### config.mk
export PLATFORM = sky130hd
export DESIGN_NAME = main_fsm
export DESIGN_NICKNAME = d
export VERILOG_FILES = /design/src/rtl/main_fsm.sv
export SDC_FILE = /design/constraint.sdc
export NUM_CORES = 1
export LEC_CHECK = 0
export BUFFER_PORTS_ARGS = -buffer_cell sky130_fd_sc_hd__buf_2
export CAP_MARGIN = 20
export CORE_AREA = 2 2 61 63
export DETAILED_ROUTE_END_ITERATION = 7
export DIE_AREA = 0 0 63 65
export PLACE_DENSITY = 0.69
export SLEW_MARGIN = 20
export SYNTH_ARGS = -nofsm -noshare
export SYNTH_HDL_FRONTEND = slang
export SYNTH_SLANG_ARGS = --single-unit
### constraint.sdc
create_clock -name clk -period 1.7 [get_ports clk]
set_input_delay 0.085 -clock clk [delete_from_list [all_inputs] [get_ports clk]]
set_output_delay 0.085 -clock clk [all_outputs]
set_load 0.02 [all_outputs]
### src/rtl/main_fsm.sv
// Multi-cycle main control FSM: sequences fetch/decode/execute/memory/writeback,
// drives datapath selects and ALUOp, and counts retired instructions.
// Optional MAIN_FSM_TRAP_EN: unknown opcodes park the FSM in TRAP and raise illegal.
module main_fsm #(
  parameter int RET_W = 16
) (
  input  logic             clk,
  input  logic             reset,
  input  logic [6:0]       op,
  input  logic             memReady,
  output logic             memReq,
  output logic             PCUpdate,
  output logic             Branch,
  output logic             RegWrite,
  output logic             MemWrite,
  output logic             IRWrite,
  output logic             AdrSrc,
  output logic [1:0]       ResultSrc,
  output logic [1:0]       ALUSrcA,
  output logic [1:0]       ALUSrcB,
  output logic [1:0]       ALUOp,
  output logic [RET_W-1:0] retCnt,
  output logic             illegal
);

  localparam logic [6:0] OP_LW   = 7'b0000011;
  localparam logic [6:0] OP_SW   = 7'b0100011;
  localparam logic [6:0] OP_R    = 7'b0110011;
  localparam logic [6:0] OP_I    = 7'b0010011;
  localparam logic [6:0] OP_JAL  = 7'b1101111;
  localparam logic [6:0] OP_BEQ  = 7'b1100011;

  typedef enum logic [3:0] {
    S_FETCH,
    S_DECODE,
    S_MEMADR,
    S_MEMREAD,
    S_MEMWB,
    S_MEMWRITE,
    S_EXECUTER,
    S_EXECUTEI,
    S_ALUWB,
    S_JAL,
    S_BEQ
`ifdef MAIN_FSM_TRAP_EN
    , S_TRAP
`endif
  } state_t;

  state_t state;
  state_t state_next;
  logic   retire;

  // Memory handshake: memReq stays high for the whole access; the access
  // completes (and the FSM moves on) on the first edge where memReady is 1.
  always_ff @(posedge clk) begin
    if (reset) begin
      state  <= S_FETCH;
      retCnt <= '0;
    end else begin
      state <= state_next;
      if (retire) retCnt <= retCnt + RET_W'(1);
    end
  end

  always_comb begin
    state_next = state;
    retire     = 1'b0;
    case (state)
      S_FETCH:    if (memReady) state_next = S_DECODE;
      S_DECODE: begin
        case (op)
          OP_LW, OP_SW: state_next = S_MEMADR;
          OP_R:         state_next = S_EXECUTER;
          OP_I:         state_next = S_EXECUTEI;
          OP_JAL:       state_next = S_JAL;
          OP_BEQ:       state_next = S_BEQ;
`ifdef MAIN_FSM_TRAP_EN
          default:      state_next = S_TRAP;
`else
          default:      state_next = S_FETCH;
`endif
        endcase
      end
      S_MEMADR:   state_next = op[5] ? S_MEMWRITE : S_MEMREAD;
      S_MEMREAD:  if (memReady) state_next = S_MEMWB;
      S_MEMWB: begin
        state_next = S_FETCH;
        retire     = 1'b1;
      end
      S_MEMWRITE: begin
        if (memReady) begin
          state_next = S_FETCH;
          retire     = 1'b1;
        end
      end
      S_EXECUTER: state_next = S_ALUWB;
      S_EXECUTEI: state_next = S_ALUWB;
      S_ALUWB: begin
        state_next = S_FETCH;
        retire     = 1'b1;
      end
      S_JAL:      state_next = S_ALUWB;
      S_BEQ: begin
        state_next = S_FETCH;
        retire     = 1'b1;
      end
`ifdef MAIN_FSM_TRAP_EN
      S_TRAP:     state_next = S_TRAP;
`endif
      default:    state_next = S_FETCH;
    endcase
  end

  // Moore decode; only the FETCH write enables also wait on memReady.
  always_comb begin
    memReq    = 1'b0;
    PCUpdate  = 1'b0;
    Branch    = 1'b0;
    RegWrite  = 1'b0;
    MemWrite  = 1'b0;
    IRWrite   = 1'b0;
    AdrSrc    = 1'b0;
    ResultSrc = 2'b00;
    ALUSrcA   = 2'b00;
    ALUSrcB   = 2'b00;
    ALUOp     = 2'b00;
    case (state)
      S_FETCH: begin
        memReq    = 1'b1;
        ALUSrcB   = 2'b10;
        ResultSrc = 2'b10;
        IRWrite   = memReady;
        PCUpdate  = memReady;
      end
      S_DECODE: begin
        ALUSrcA = 2'b01;
        ALUSrcB = 2'b01;
      end
      S_MEMADR: begin
        ALUSrcA = 2'b10;
        ALUSrcB = 2'b01;
      end
      S_MEMREAD: begin
        memReq = 1'b1;
        AdrSrc = 1'b1;
      end
      S_MEMWB: begin
        ResultSrc = 2'b01;
        RegWrite  = 1'b1;
      end
      S_MEMWRITE: begin
        memReq   = 1'b1;
        AdrSrc   = 1'b1;
        MemWrite = 1'b1;
      end
      S_EXECUTER: begin
        ALUSrcA = 2'b10;
        ALUOp   = 2'b10;
      end
      S_EXECUTEI: begin
        ALUSrcA = 2'b10;
        ALUSrcB = 2'b01;
        ALUOp   = 2'b10;
      end
      S_ALUWB:    RegWrite = 1'b1;
      S_JAL: begin
        ALUSrcA  = 2'b01;
        ALUSrcB  = 2'b10;
        PCUpdate = 1'b1;
      end
      S_BEQ: begin
        ALUSrcA = 2'b10;
        ALUOp   = 2'b01;
        Branch  = 1'b1;
      end
      default: ;
    endcase
  end

`ifdef MAIN_FSM_TRAP_EN
  // TRAP is only left by reset, so this is sticky until reset.
  assign illegal = (state == S_TRAP);
`else
  assign illegal = 1'b0;
`endif

endmodule
==> results.sh <==
export IMPL_status="complete, but fails checks"
export IMPL_violations="setup timing"
export IMPL_antenna_found_initial=0
export IMPL_synth_common_cells="dfxtp_1, a21oi_1, nor2_1, nand3_1"
export IMPL_cp_slowest_cell="or4b_4"
export IMPL_drt_pass1_iterations=4
export IMPL_finalHoldViolCount=0
export IMPL_worstSetupPathType="flop to flop"
export IMPL_fp_dieH_um=65
export IMPL_syn2layout_area_growth_pct=40.5
export IMPL_dp_cells=256
export IMPL_cp_start_kind="flop"
export IMPL_nets=228
export IMPL_core_area_mm2=0.00350
export IMPL_vias_per_cell=5.39
export IMPL_netlist_area_mm2=0.00128
export IMPL_yosysTopAreaCell="dfxtp_1"
export IMPL_ios=42
export IMPL_dp_hpwl_um=2400
export IMPL_seq_power_share=0.560
export IMPL_ys_ff_latch=20
export IMPL_pre_cts_ws_ns=-0.0926
export IMPL_switching_share=0.272
export IMPL_cp_num_buf_inv=2
export IMPL_avgSynthCellArea_um2=8.02
export IMPL_rows=22
export IMPL_fp_dieArea_mm2=0.00410
export IMPL_ys_types=46
export IMPL_overflow=0
export IMPL_grt_pass1_wl_um=5390
export IMPL_cp_top_family="simple AND/OR/NAND/NOR gates"
export IMPL_cts_clk_slew_worst_paths_ns=0.11
export IMPL_clk_latency_ns=0.30
export IMPL_cap_violations=0
export IMPL_power_frac_clock=0.284
export IMPL_first_global_vias=1293
export IMPL_drtIter0Drc=74
export IMPL_cts_buffers_inserted=3
export IMPL_yosysSeqAreaShare=0.312
export IMPL_syn_inst=160
export IMPL_fin_skew_ns=0.00837
export IMPL_clkSinkCount=20
export IMPL_htreeDepth=1
export IMPL_path_cells="or4b_4 > clkinv_4 > o311ai_4 > buf_4 > or3_4 > a21oi_2"
export IMPL_min_path_type="primary input to flop"
export IMPL_port_buffer_count=40
export IMPL_p_leak_nw=0.709
export IMPL_fin_total_pwr_mw=0.835
export IMPL_combPwrFrac=0.156
export IMPL_slew_violations=0
export IMPL_die_w_um=63
export IMPL_cts_tree="done"
export IMPL_ys_flop_type="dfxtp_1"
export IMPL_syn_num_nets=171
export IMPL_ctsLongestPathBuffers=2
export IMPL_cp_end_kind="flop"
export IMPL_fillers=353
export IMPL_routed_wl_um=3250
export IMPL_required_ns=1.94
export IMPL_power_switching_mw=0.227
export IMPL_place_congestion=0.792
export IMPL_async_flop_share=0
export IMPL_crit_fanout=8
export IMPL_irDropWorstVdd_v=0.000200
export IMPL_p_int_mw=0.608
export IMPL_period_needed_ns=1.79
export IMPL_slowest_delay_ns=0.55
export IMPL_fmax_mhz=560
export IMPL_period_share=1.05
export IMPL_wl_per_cell_um=12.3
export IMPL_track_usage=0.159
export IMPL_worstPathArrival_ns=2.03
export IMPL_whs_ns=0.0743
export IMPL_synth_area_leaders="dfxtp_1, a21oi_1, nor2_1"
export IMPL_synth_edf_count=0
export IMPL_p_per_area_mw_per_mm2=463
export IMPL_initial_core_util=0.367
export IMPL_grt_max_degree=21
export IMPL_yosys_warnings=0
export IMPL_ant_nets=0
export IMPL_synth_top_area_frac=0.312
export IMPL_setup_slack_ns=-0.0871
export IMPL_rsz0062_at_grt="true"
export IMPL_clock_root_buffer="clkbuf_4"
export IMPL_yosysMostFrequentCell="dfxtp_1"
export IMPL_setup_violations_final=6
export IMPL_route_detailed_drc=0
export IMPL_antenna_cells=0
export IMPL_vias=1422
export IMPL_finalNonFillerCells=264
export IMPL_drive_gt1_frac=0.407
[metrics by stage]
step / area (um2) / TNS (ns) / util
2_1_floorplan: 1310 / -0.340 / -
3_3_place_gp: 1670 / -0.109 / 0.477
3_5_place_dp: 1670 / -0.346 / 0.477
4_1_cts: 1740 / -0.209 / 0.497
5_1_grt: 1800 / -0.857 / 0.515
6_report: 1800 / -0.295 / 0.515
[worst paths after layout]
| check | slack (ns) | end | startpoint | cells past startpoint |
|---|---|---|---|---|
| max | -0.09 | retCnt[9] | state[1] | 6 |
| min | 0.07 | state[2] | op[4] | 3 |
| max reg2reg | -0.09 | retCnt[9] | state[1] | 6 |
| min reg2reg | 0.50 | retCnt[5] | retCnt[5] | 2 |
[state kept, by name, indices dropped and copies added, names as in the netlist]
register and count:
retCnt 16, state 4
[cells by family after synthesis]
family | share of synthesized area
other | 0.00292
DFF | 0.312
adders and majority gates | 0.00975
AOI/OAI and AO/OA | 0.227
muxes | 0.0156
buffers and inverters | 0.0566
xor gates and xnor gates | 0.0546
and+or+nand+nor | 0.321
[timing repair]
action / CTS / global route
endpoints found under the hold margin: 0 / 0
setup buffers: 2 / 2
gates resized for setup: 4 / 12
pin swaps: 9 / 4
setup endpoints to repair: 11 / 22
hold buffers: 0 / 0
[worst min-delay path: cells and delay by family]
kind                   cells  cell delay [ns]
AO/OA/AOI/OAI              1             0.06
AND/OR/NAND/NOR            1             0.06
buffers and inverters      1             0.12
[area by class of cell]
type | instances | area, um2 | area share
inverters | 4 | 20.0 | 0.0111
well taps | 48 | 60.1 | 0.0333
multi-input cells | 124 | 876 | 0.486
flip-flops and latches | 20 | 414 | 0.230
clock buffers | 4 | 26.3 | 0.0146
repair buffers | 64 | 405 | 0.225
[per-layer routing]
layer / GRT usage / wire length (um) / share of wire / vias to the layer above
li1: - / - / - / 712
met1: 0.179 / 1450 / 0.45 / 660
met2: 0.307 / 1600 / 0.49 / 46
met3: 0.0191 / 172 / 0.053 / 4
met4: 0.0556 / 32 / 0.0099 / 0
met5: 0 / 0 / 0 / -
[layout by cell type, fill, tap and decap left out, drive strengths merged, types with 2 or more instances in the layout]
cell / Yosys / final
a21oi: 16 / 16
nand3: 9 / 9
buf: 5 / 64
a22oi: 2 / 2
a31oi: 3 / 3
nor4: 3 / 3
or4: 7 / 7
nand2b: 3 / 3
xnor2: 6 / 6
nor3: 3 / 3
inv: 3 / 3
mux2i: 2 / 2
o21ai: 6 / 6
nor3b: 4 / 4
nor2: 16 / 16
nand4: 3 / 3
or3: 3 / 3
o31ai: 8 / 8
xor2: 2 / 2
and2: 4 / 4
clkbuf: 7 / 4
nand2: 5 / 5
dfxtp: 20 / 20
a211oi: 2 / 2
[power groups by stage]
stage | sequential, mW | clock (mW) | combinational, mW
5_1_grt | 0.469 | 0.266 | 0.143
4_1_cts | 0.468 | 0.244 | 0.126
6_report | 0.468 | 0.237 | 0.130
3_5_place_dp | 0.478 | 0 | 0.125
2_1_floorplan | 0.479 | 0 | 0.0811
3_3_place_gp | 0.478 | 0 | 0.124
(Power assumes the default switching activity.)
